File: config.mk
export PLATFORM = sky130hd
export DESIGN_NAME = mdio_responder
export DESIGN_NICKNAME = d
export VERILOG_FILES = /design/src/rtl/mdio_responder.sv
export SDC_FILE = /design/constraint.sdc
export NUM_CORES = 1
export LEC_CHECK = 0
export BUFFER_PORTS_ARGS = -buffer_cell sky130_fd_sc_hd__buf_2
export CAP_MARGIN = 0
export CORE_UTILIZATION = 57
export DETAILED_ROUTE_END_ITERATION = 10
export PLACE_DENSITY = 0.82
export SLEW_MARGIN = 20
export SYNTH_ARGS = -nofsm -noshare
export SYNTH_HDL_FRONTEND = slang
export SYNTH_SLANG_ARGS = --single-unit
File: constraint.sdc
create_clock -name sys_clk -period 2.3 [get_ports sys_clk]
set_clock_uncertainty 0.05 [all_clocks]
set_input_delay 0.345 -clock sys_clk [delete_from_list [all_inputs] [get_ports sys_clk]]
set_output_delay 0.345 -clock sys_clk [all_outputs]
set_load 0.03 [all_outputs]
File: src/rtl/mdio_responder.sv
// mdio_responder
// PHY-side Clause 22 MDIO management responder. MDC and MDIO are oversampled
// in the sys_clk domain (sys_clk must run at least 8x MDC). Decoded frames
// surface as single-cycle read/write strobes towards a local register bank.
//
// Ports:
//   sys_clk, sys_rst   system clock, synchronous active-high reset
//   mdc, mdio_i        management clock and MDIO pad input from the master
//   mdio_o, mdio_t     MDIO pad output value and tristate (1 = high-Z)
//   rd_strobe/rd_addr  read request; rd_data is sampled one cycle later
//   wr_strobe/wr_addr/wr_data  write commit
//   frame_err          pulse on malformed start or opcode
//
// Build option: define MDIO_RESP_BCAST_EN to also accept write frames
// addressed to PHYAD 5'h00 (broadcast write). Reads to 5'h00 stay ignored.
//
// state   | meaning
// IDLE    | counting preamble ones, waiting for ST bit 0
// START   | expecting ST bit 1
// OP      | shifting in the two opcode bits
// PHYAD   | shifting in and matching the PHY address
// REGAD   | shifting in the register address
// TA_RD   | read turnaround, bus still released on bit 14
// TA_WR   | write turnaround, two bits ignored
// RD_DATA | driving D15..D0, release after the last bit
// WR_DATA | shifting in D15..D0, commit after the last bit

module mdio_responder #(
    parameter logic [4:0] PHY_ADDR = 5'h01,
    parameter int         PRE_LEN  = 32
) (
    input  logic        sys_clk,
    input  logic        sys_rst,
    input  logic        mdc,
    input  logic        mdio_i,
    output logic        mdio_o,
    output logic        mdio_t,
    output logic        rd_strobe,
    output logic [4:0]  rd_addr,
    input  logic [15:0] rd_data,
    output logic        wr_strobe,
    output logic [4:0]  wr_addr,
    output logic [15:0] wr_data,
    output logic        frame_err
);

    localparam int            PW      = $clog2(PRE_LEN + 1);
    localparam logic [PW-1:0] PRE_MAX = PW'(PRE_LEN);

    localparam logic [3:0] S_IDLE    = 4'd0;
    localparam logic [3:0] S_START   = 4'd1;
    localparam logic [3:0] S_OP      = 4'd2;
    localparam logic [3:0] S_PHYAD   = 4'd3;
    localparam logic [3:0] S_REGAD   = 4'd4;
    localparam logic [3:0] S_TA_RD   = 4'd5;
    localparam logic [3:0] S_TA_WR   = 4'd6;
    localparam logic [3:0] S_RD_DATA = 4'd7;
    localparam logic [3:0] S_WR_DATA = 4'd8;

    logic          mdc_s1, mdc_s2, mdc_s3;
    logic          mdio_s1, mdio_s2;
    logic          rise;
    logic          bit_s;
    logic [3:0]    state;
    logic [PW-1:0] pre_cnt;
    logic [4:0]    cnt;
    logic          is_rd;
    logic [15:0]   in_sh;
    logic [15:0]   rd_sh;
    logic [4:0]    reg_q;

    logic [4:0]    phy_in;
    logic          phy_match;

    // Address assembled from the four bits already shifted plus the current one
    always_comb begin
        phy_in    = {in_sh[3:0], bit_s};
        phy_match = (phy_in == PHY_ADDR);
`ifdef MDIO_RESP_BCAST_EN
        if (!is_rd && (phy_in == 5'h00)) begin
            phy_match = 1'b1;
        end
`else
        phy_match = phy_match;
`endif
    end

    always_ff @(posedge sys_clk) begin
        if (sys_rst) begin
            // Synchronizers reset to the idle-high level so a high MDC at
            // reset release cannot produce a spurious rising edge.
            mdc_s1    <= 1'b1;
            mdc_s2    <= 1'b1;
            mdc_s3    <= 1'b1;
            mdio_s1   <= 1'b1;
            mdio_s2   <= 1'b1;
            rise      <= 1'b0;
            bit_s     <= 1'b1;
            state     <= S_IDLE;
            pre_cnt   <= '0;
            cnt       <= '0;
            is_rd     <= 1'b0;
            in_sh     <= '0;
            rd_sh     <= '0;
            reg_q     <= '0;
            mdio_o    <= 1'b0;
            mdio_t    <= 1'b1;
            rd_strobe <= 1'b0;
            rd_addr   <= '0;
            wr_strobe <= 1'b0;
            wr_addr   <= '0;
            wr_data   <= '0;
            frame_err <= 1'b0;
        end else begin
            mdc_s1  <= mdc;
            mdc_s2  <= mdc_s1;
            mdc_s3  <= mdc_s2;
            mdio_s1 <= mdio_i;
            mdio_s2 <= mdio_s1;
            // rise and bit_s are registered together so the sampled bit is
            // the MDIO level aligned with the detected MDC edge.
            rise    <= mdc_s2 & ~mdc_s3;
            bit_s   <= mdio_s2;

            rd_strobe <= 1'b0;
            wr_strobe <= 1'b0;
            frame_err <= 1'b0;

            if (rd_strobe) begin
                rd_sh <= rd_data;
            end

            if (rise) begin
                in_sh <= {in_sh[14:0], bit_s};
                cnt   <= cnt + 5'd1;
                case (state)
                    S_IDLE: begin
                        if (bit_s) begin
                            if (pre_cnt != PRE_MAX) begin
                                pre_cnt <= pre_cnt + PW'(1);
                            end
                        end else begin
                            if (pre_cnt == PRE_MAX) begin
                                state <= S_START;
                            end
                            pre_cnt <= '0;
                        end
                    end
                    S_START: begin
                        if (bit_s) begin
                            state <= S_OP;
                            cnt   <= '0;
                        end else begin
                            state     <= S_IDLE;
                            frame_err <= 1'b1;
                        end
                    end
                    S_OP: begin
                        if (cnt == 5'd1) begin
                            cnt <= '0;
                            case ({in_sh[0], bit_s})
                                2'b10: begin
                                    is_rd <= 1'b1;
                                    state <= S_PHYAD;
                                end
                                2'b01: begin
                                    is_rd <= 1'b0;
                                    state <= S_PHYAD;
                                end
                                default: begin
                                    state     <= S_IDLE;
                                    frame_err <= 1'b1;
                                end
                            endcase
                        end
                    end
                    S_PHYAD: begin
                        if (cnt == 5'd4) begin
                            cnt   <= '0;
                            state <= phy_match ? S_REGAD : S_IDLE;
                        end
                    end
                    S_REGAD: begin
                        if (cnt == 5'd4) begin
                            cnt   <= '0;
                            reg_q <= {in_sh[3:0], bit_s};
                            if (is_rd) begin
                                rd_strobe <= 1'b1;
                                rd_addr   <= {in_sh[3:0], bit_s};
                                state     <= S_TA_RD;
                            end else begin
                                state <= S_TA_WR;
                            end
                        end
                    end
                    S_TA_RD: begin
                        mdio_t <= 1'b0;
                        mdio_o <= 1'b0;
                        cnt    <= '0;
                        state  <= S_RD_DATA;
                    end
                    S_RD_DATA: begin
                        if (cnt == 5'd16) begin
                            mdio_t <= 1'b1;
                            mdio_o <= 1'b0;
                            state  <= S_IDLE;
                        end else begin
                            mdio_o <= rd_sh[15];
                            rd_sh  <= {rd_sh[14:0], 1'b0};
                        end
                    end
                    S_TA_WR: begin
                        if (cnt == 5'd1) begin
                            cnt   <= '0;
                            state <= S_WR_DATA;
                        end
                    end
                    S_WR_DATA: begin
                        if (cnt == 5'd15) begin
                            wr_strobe <= 1'b1;
                            wr_addr   <= reg_q;
                            wr_data   <= {in_sh[14:0], bit_s};
                            state     <= S_IDLE;
                        end
                    end
                    default: begin
                        state <= S_IDLE;
                    end
                endcase
            end
        end
    end

endmodule
Word-level counts from Yosys, hierarchy flattened
Cells that the tools add are included.
{ "totals": {"in_bits": 20, "reg_bits": 90, "out_inout_bits": 31, "elab_cells": 107} }
{ "classes": {"n_bitwise": 6, "reduce_logical": 17, "muxes": 34, "add_sub_neg": 2, "eq_ne": 26} }
{ "op_table": {"columns": ["operator", "count"], "rows": [
  ["$mux 16", 4],
  ["$pmux 4 s9", 1],
  ["$mux 4", 8],
  ["$pmux 5 s4", 1],
  ["$eq 4x3->1 const B", 4],
  ["$ne 2x2->1 const B", 8],
  ["$mux 5", 3],
  ["$mux 6", 2],
  ["$reduce_and 3->1", 4],
  ["$eq 5x1->1 const B", 2],
  ["$reduce_and 9->1", 1],
  ["$eq 4x2->1 const B", 2],
  ["$pmux 1 s2", 4],
  ["$reduce_and 4->1", 2],
  ["$reduce_or 2->1", 4],
  ["$mux 1", 7],
  ["$add 6x1->6 const B", 1],
  ["$eq 6x6->1 const B", 1],
  ["$mux 2", 3],
  ["$ne 6x6->1 const B", 1],
  ["$add 5x1->5 const B", 1],
  ["$eq 5x3->1 const B", 1],
  ["$eq 5x4->1 const B", 1],
  ["$eq 5x5->1 const B", 1],
  ["other kinds (13)", 18]
]} }

Depth between registers and ports, before layout
{ "depth": {"depth_word": 5, "depth_mapped": 8, "mapped_depth_nobuf": 7} }

Least setup slack after synthesis
OpenSTA, ideal clock, no wires.
{ "synth_timing": {"path_kind": "reg2reg", "from": "register pre_cnt[0]", "to": "register state[1]", "setup_time_ps": 117, "setup_slack_ps": 434, "path_buffers": 0, "t_required_ps": 2133, "arrival_ps": 1698, "stages_incl_launch_ff": 8, "period_less_slack_ps": 1866, "cell_sequence": "dfxtp_1 > inv_1 > ha_1 > nand4bb_1 > o311ai_0 > nor4b_4 > o41ai_1 > a32o_1"} }
{ "synth_via": {"elab_chain_cells": 3} }
{ "synth_rtl": {"columns": ["element", "line", "rtl"], "rows": [
  ["from (decl)", "65", "logic [PW-1:0] pre_cnt;"],
  ["from (signal assigned)", "140", "pre_cnt <= pre_cnt + PW'(1);"],
  ["$eq 6x6->1", "143", "if (pre_cnt == PRE_MAX) begin"],
  ["$ne 2x2->1 (no source line)", null, null],
  ["$reduce_and 9->1 (no source line)", null, null],
  ["to (signal assigned)", "180", "state <= phy_match ? S_REGAD : S_IDLE;"],
  ["to (decl)", "64", "logic [3:0] state;"]
]} }
Every way passes these cells.
A chain may end at the register's enable or synchronous reset.

Worst setup path after layout
{ "layout_timing": {"from": "register cnt[0]", "to": "register cnt[4]"} }
{ "layout_via": {"elab_chain_cells": 3, "elab_cells_between_ends": 7, "classes_between": "1 x add/sub; 2 x eq/ne; 4 x mux"} }
{ "layout_rtl": {"columns": ["element", "line", "rtl"], "rows": [
  ["from (decl)", "66", "logic [4:0] cnt;"],
  ["from (signal assigned)", "135", "cnt <= cnt + 5'd1;"],
  ["$add 5x1->5 (tied with other cells)", "135", null],
  ["$mux 5, on equally long branches", null, null],
  ["$pmux 5 s4 *", "136", "case (state)"]
]} }
Mark *: on every way between the ends. The rest lies on a longest branch, timed or not.

==> qor.yml <==
run_status:
  status: "finished clean"
cts:
  cts_num_sinks: 90
  cts_root_buf: "clkbuf_8"
  cts_htree_levels: 3
  cts_buffer_depth: 2
  cts_tree: "yes"
  clk_pin_slew_ns: 0.09
  clkLatencyLatePin_ns: 0.35
  postCtsHoldBufs: 0
  cts_buffers: 9
  cts_resized: 0
  post_cts_buffers: 0
placed_design:
  numPortBuffers: 50
  hpwl_um: 4940
  gp_congestion: 0.811
global_route:
  met1_usage_pct: 26.9
  antenna_found_initial: 0
  grtUsageMet3_pct: 7.22
  grt-busiest-layer: "met2"
  grt_pass1_vias: 2754
  grt.total_usage_pct: 22.1
  overflow: 0
  grt_max_degree: 37
  use_met2_pct: 37.9
  grt_pass1_wl_um: 12500
logic_synthesis:
  yosysWarnings: 0
  async_reset_ff_share_pct: 0
  synth_simple_gate_area_share_pct: 21.2
  syn_inst: 412
  synthTopCellsByCount: "dfxtp_1 (90), nor2_1 (61), nand2_1 (50)"
  synth.most_common_cell: "dfxtp_1"
  synth_cell_types: 48
  synth_flop_cell: "dfxtp_1"
  synth_compound_area_share_pct: 11.1
  synth-edff-count: 0
  avgSynthCellArea_sq_um: 9.19
  ys_seq_area_share_pct: 47.6
  synth.area.mux_share_pct: 11.7
  ys_ff_latch: 90
  synthTopCellsByArea: "dfxtp_1 (48%), mux2i_1 (11%), nor2_1 (6.0%)"
  synth.top_cell.area_share_pct: 47.6
  synth-xor-area-share_pct: 1.62
  synthesis.area_sq_um: 3780
  yosys.area.top_type: "dfxtp_1"
  synth_nets: 438
  synth_top_family_by_area: "simple AND/OR/NAND/NOR gates"
  synthAdderAreaFrac_pct: 1.98
route:
  dr.first_iter.drc_count: 122
  drt_first_pass_iters: 4
  wl_per_cell_um: 13.7
  via_count: 2991
  totalWireLength_um: 7300
  detail_route.vias_per_cell: 5.60
  drc_errors: 0
  ant_nets: 0
floorplan:
  die_y_um: 83.5
  rows: 29
  die_area_sq_um: 6970
  start_util_pct: 59.3
  ios: 51
  fp.dieW_um: 83.5
  core_area_sq_um: 6390
timing:
  clock.fmax_mhz: 459
  finalSetupViolations: 0
  layout_min_cycle_time_ns: 2.18
  final-hold-violation-count: 0
  grt_setup_unrepaired: "no"
  worst_pin_slew_ns: 0.920
  min_period_over_period_pct: 94.8
  drv_slew: 0
  tns_ns: 0
  relSlewSlack_pct: 37.9
power:
  p_leak_nw: 1.68
  max-vdd-ir-drop_mv: 0.505
  p_per_area_nw_per_um2: 629
  power_mw: 2.68
setup_path:
  crit_type: "reg -> reg"
  cp-start-kind: "register"
  ff2ff_path_depth: 5
  path_max_fanout: 5
  crit_start: "cnt[0]"
  r2r-start: "cnt[0]"
  crit_end: "cnt[4]"
  cp.required_ns: 2.46
  crit_path_end_kind: "register"
  timing.rr.end: "cnt[4]"
  rrSetupSlack_ns: 0.12
  cp.arrival_ns: 2.34
finish:
  nets: 479
  area_growth_pct: 12.5
  layout-drive-gt1-share_pct: 20.6
  nFillCells: 544
  diodes: 0
min_path:
  hold_path.class: "in -> reg"
job:
  max_cap_violations: 0
==> flip-flops by register name, indices dropped and copies added, names as in the netlist, 4 cells and up <==
name	cells
rd_sh	16
wr_data	16
in_sh	15
pre_cnt	6
cnt	5
rd_addr	5
reg_q	5
wr_addr	5
state	4
==> where the power goes <==
part | internal [mW] | leakage [nW] | switching (mW) | total [mW]
clock | 0.500 | 0.0898 | 0.532 | 1.03
sequential | 1.57 | 0.726 | 0.0102 | 1.58
combinational | 0.0294 | 0.863 | 0.0406 | 0.0700
==> worst min-delay path by stage <==
stage / slack (ns) / startpoint / cells after the start / endpoint
after floorplan: 0.32 / mdc_s3 / 1 / rise
after global placement: 0.33 / mdc_s3 / 1 / rise
after detailed placement: 0.33 / mdc_s3 / 1 / rise
after CTS: 0.10 / mdio_i / 2 / mdio_s1
after global routing: 0.1 / mdio_i / 2 / mdio_s1
final: 0.12 / mdio_i / 2 / mdio_s1
==> cell type report <==
| cell class | count | area, sq um | share of cell area (%) |
|---|---|---|---|
| clock inverter | 4 | 51.3 | 1.21 |
| clock buffer | 11 | 131 | 3.09 |
| multi-input combinational | 281 | 1810 | 42.4 |
| timing repair buffer | 61 | 333 | 7.82 |
| tap | 77 | 96.3 | 2.26 |
| sequential | 90 | 1800 | 42.3 |
| inverter | 10 | 37.5 | 0.882 |
==> critical path: stages, from the launching register on <==
cell     delay (ns)
dfxtp_1        0.43
ha_1           0.18
nor4b_4        0.28
o31ai_2        0.14
o41ai_1        0.83
nor2_1         0.11
==> placed cells by master, fill, tap and decap left out, types with 2 or more instances in the layout <==
master	Yosys	final
a211oi_1	16	16
a21oi_1	28	28
a22oi_1	2	2
and3_1	3	3
and4b_1	2	2
and4bb_2	2	2
buf_2	14	50
buf_4	0	11
clkbuf_1	14	2
clkbuf_8	0	9
dfxtp_1	90	90
ha_1	6	6
inv_1	10	10
mux2_2	2	2
mux2i_1	42	42
nand2_1	50	50
nand2b_1	2	2
nand3_1	4	4
nand4_1	6	6
nor2_1	61	61
nor2b_1	2	2
nor3_1	3	3
nor3_2	2	2
nor3b_1	3	3
nor4_1	2	2
nor4b_4	2	2
o21ai_0	7	7
o311ai_0	2	2
o32ai_1	2	2
o41ai_1	2	2
or2_2	6	6
xnor2_1	2	2
xor2_1	5	5
==> cells by family (layout without fill, tap and decap cells) <==
| logic type | after synthesis | count (layout) |
|---|---|---|
| mux | 44 | 44 |
| flops | 90 | 90 |
| compound gates | 65 | 65 |
| fa+ha+maj | 6 | 6 |
| buf+inv | 41 | 86 |
| xor+xnor | 7 | 7 |
| simple gates | 159 | 159 |
==> metal layers <==
metal  vias up  routed length, um
li1       1504                  -
met1      1414               3350
met2        68               3560
met3         5                335
met4         0                 51
met5         -                  0
==> through the flow <==
step | utilization (%) | worst slack [ns] | cell area [sq um] | cells | hold WS [ns]
floorplan | - | 0.434 | 3780 | 412 | 0.322
global placement | 63.8 | 0.193 | 4070 | 519 | 0.327
detailed placement | 63.8 | 0.126 | 4070 | 519 | 0.333
CTS | 66.6 | 0.104 | 4260 | 534 | 0.100
global route | 66.7 | 0.00420 | 4260 | 534 | 0.0958
finish | 66.7 | 0.120 | 4260 | 534 | 0.120
Note: power is estimated with default switching activity, not from simulation.
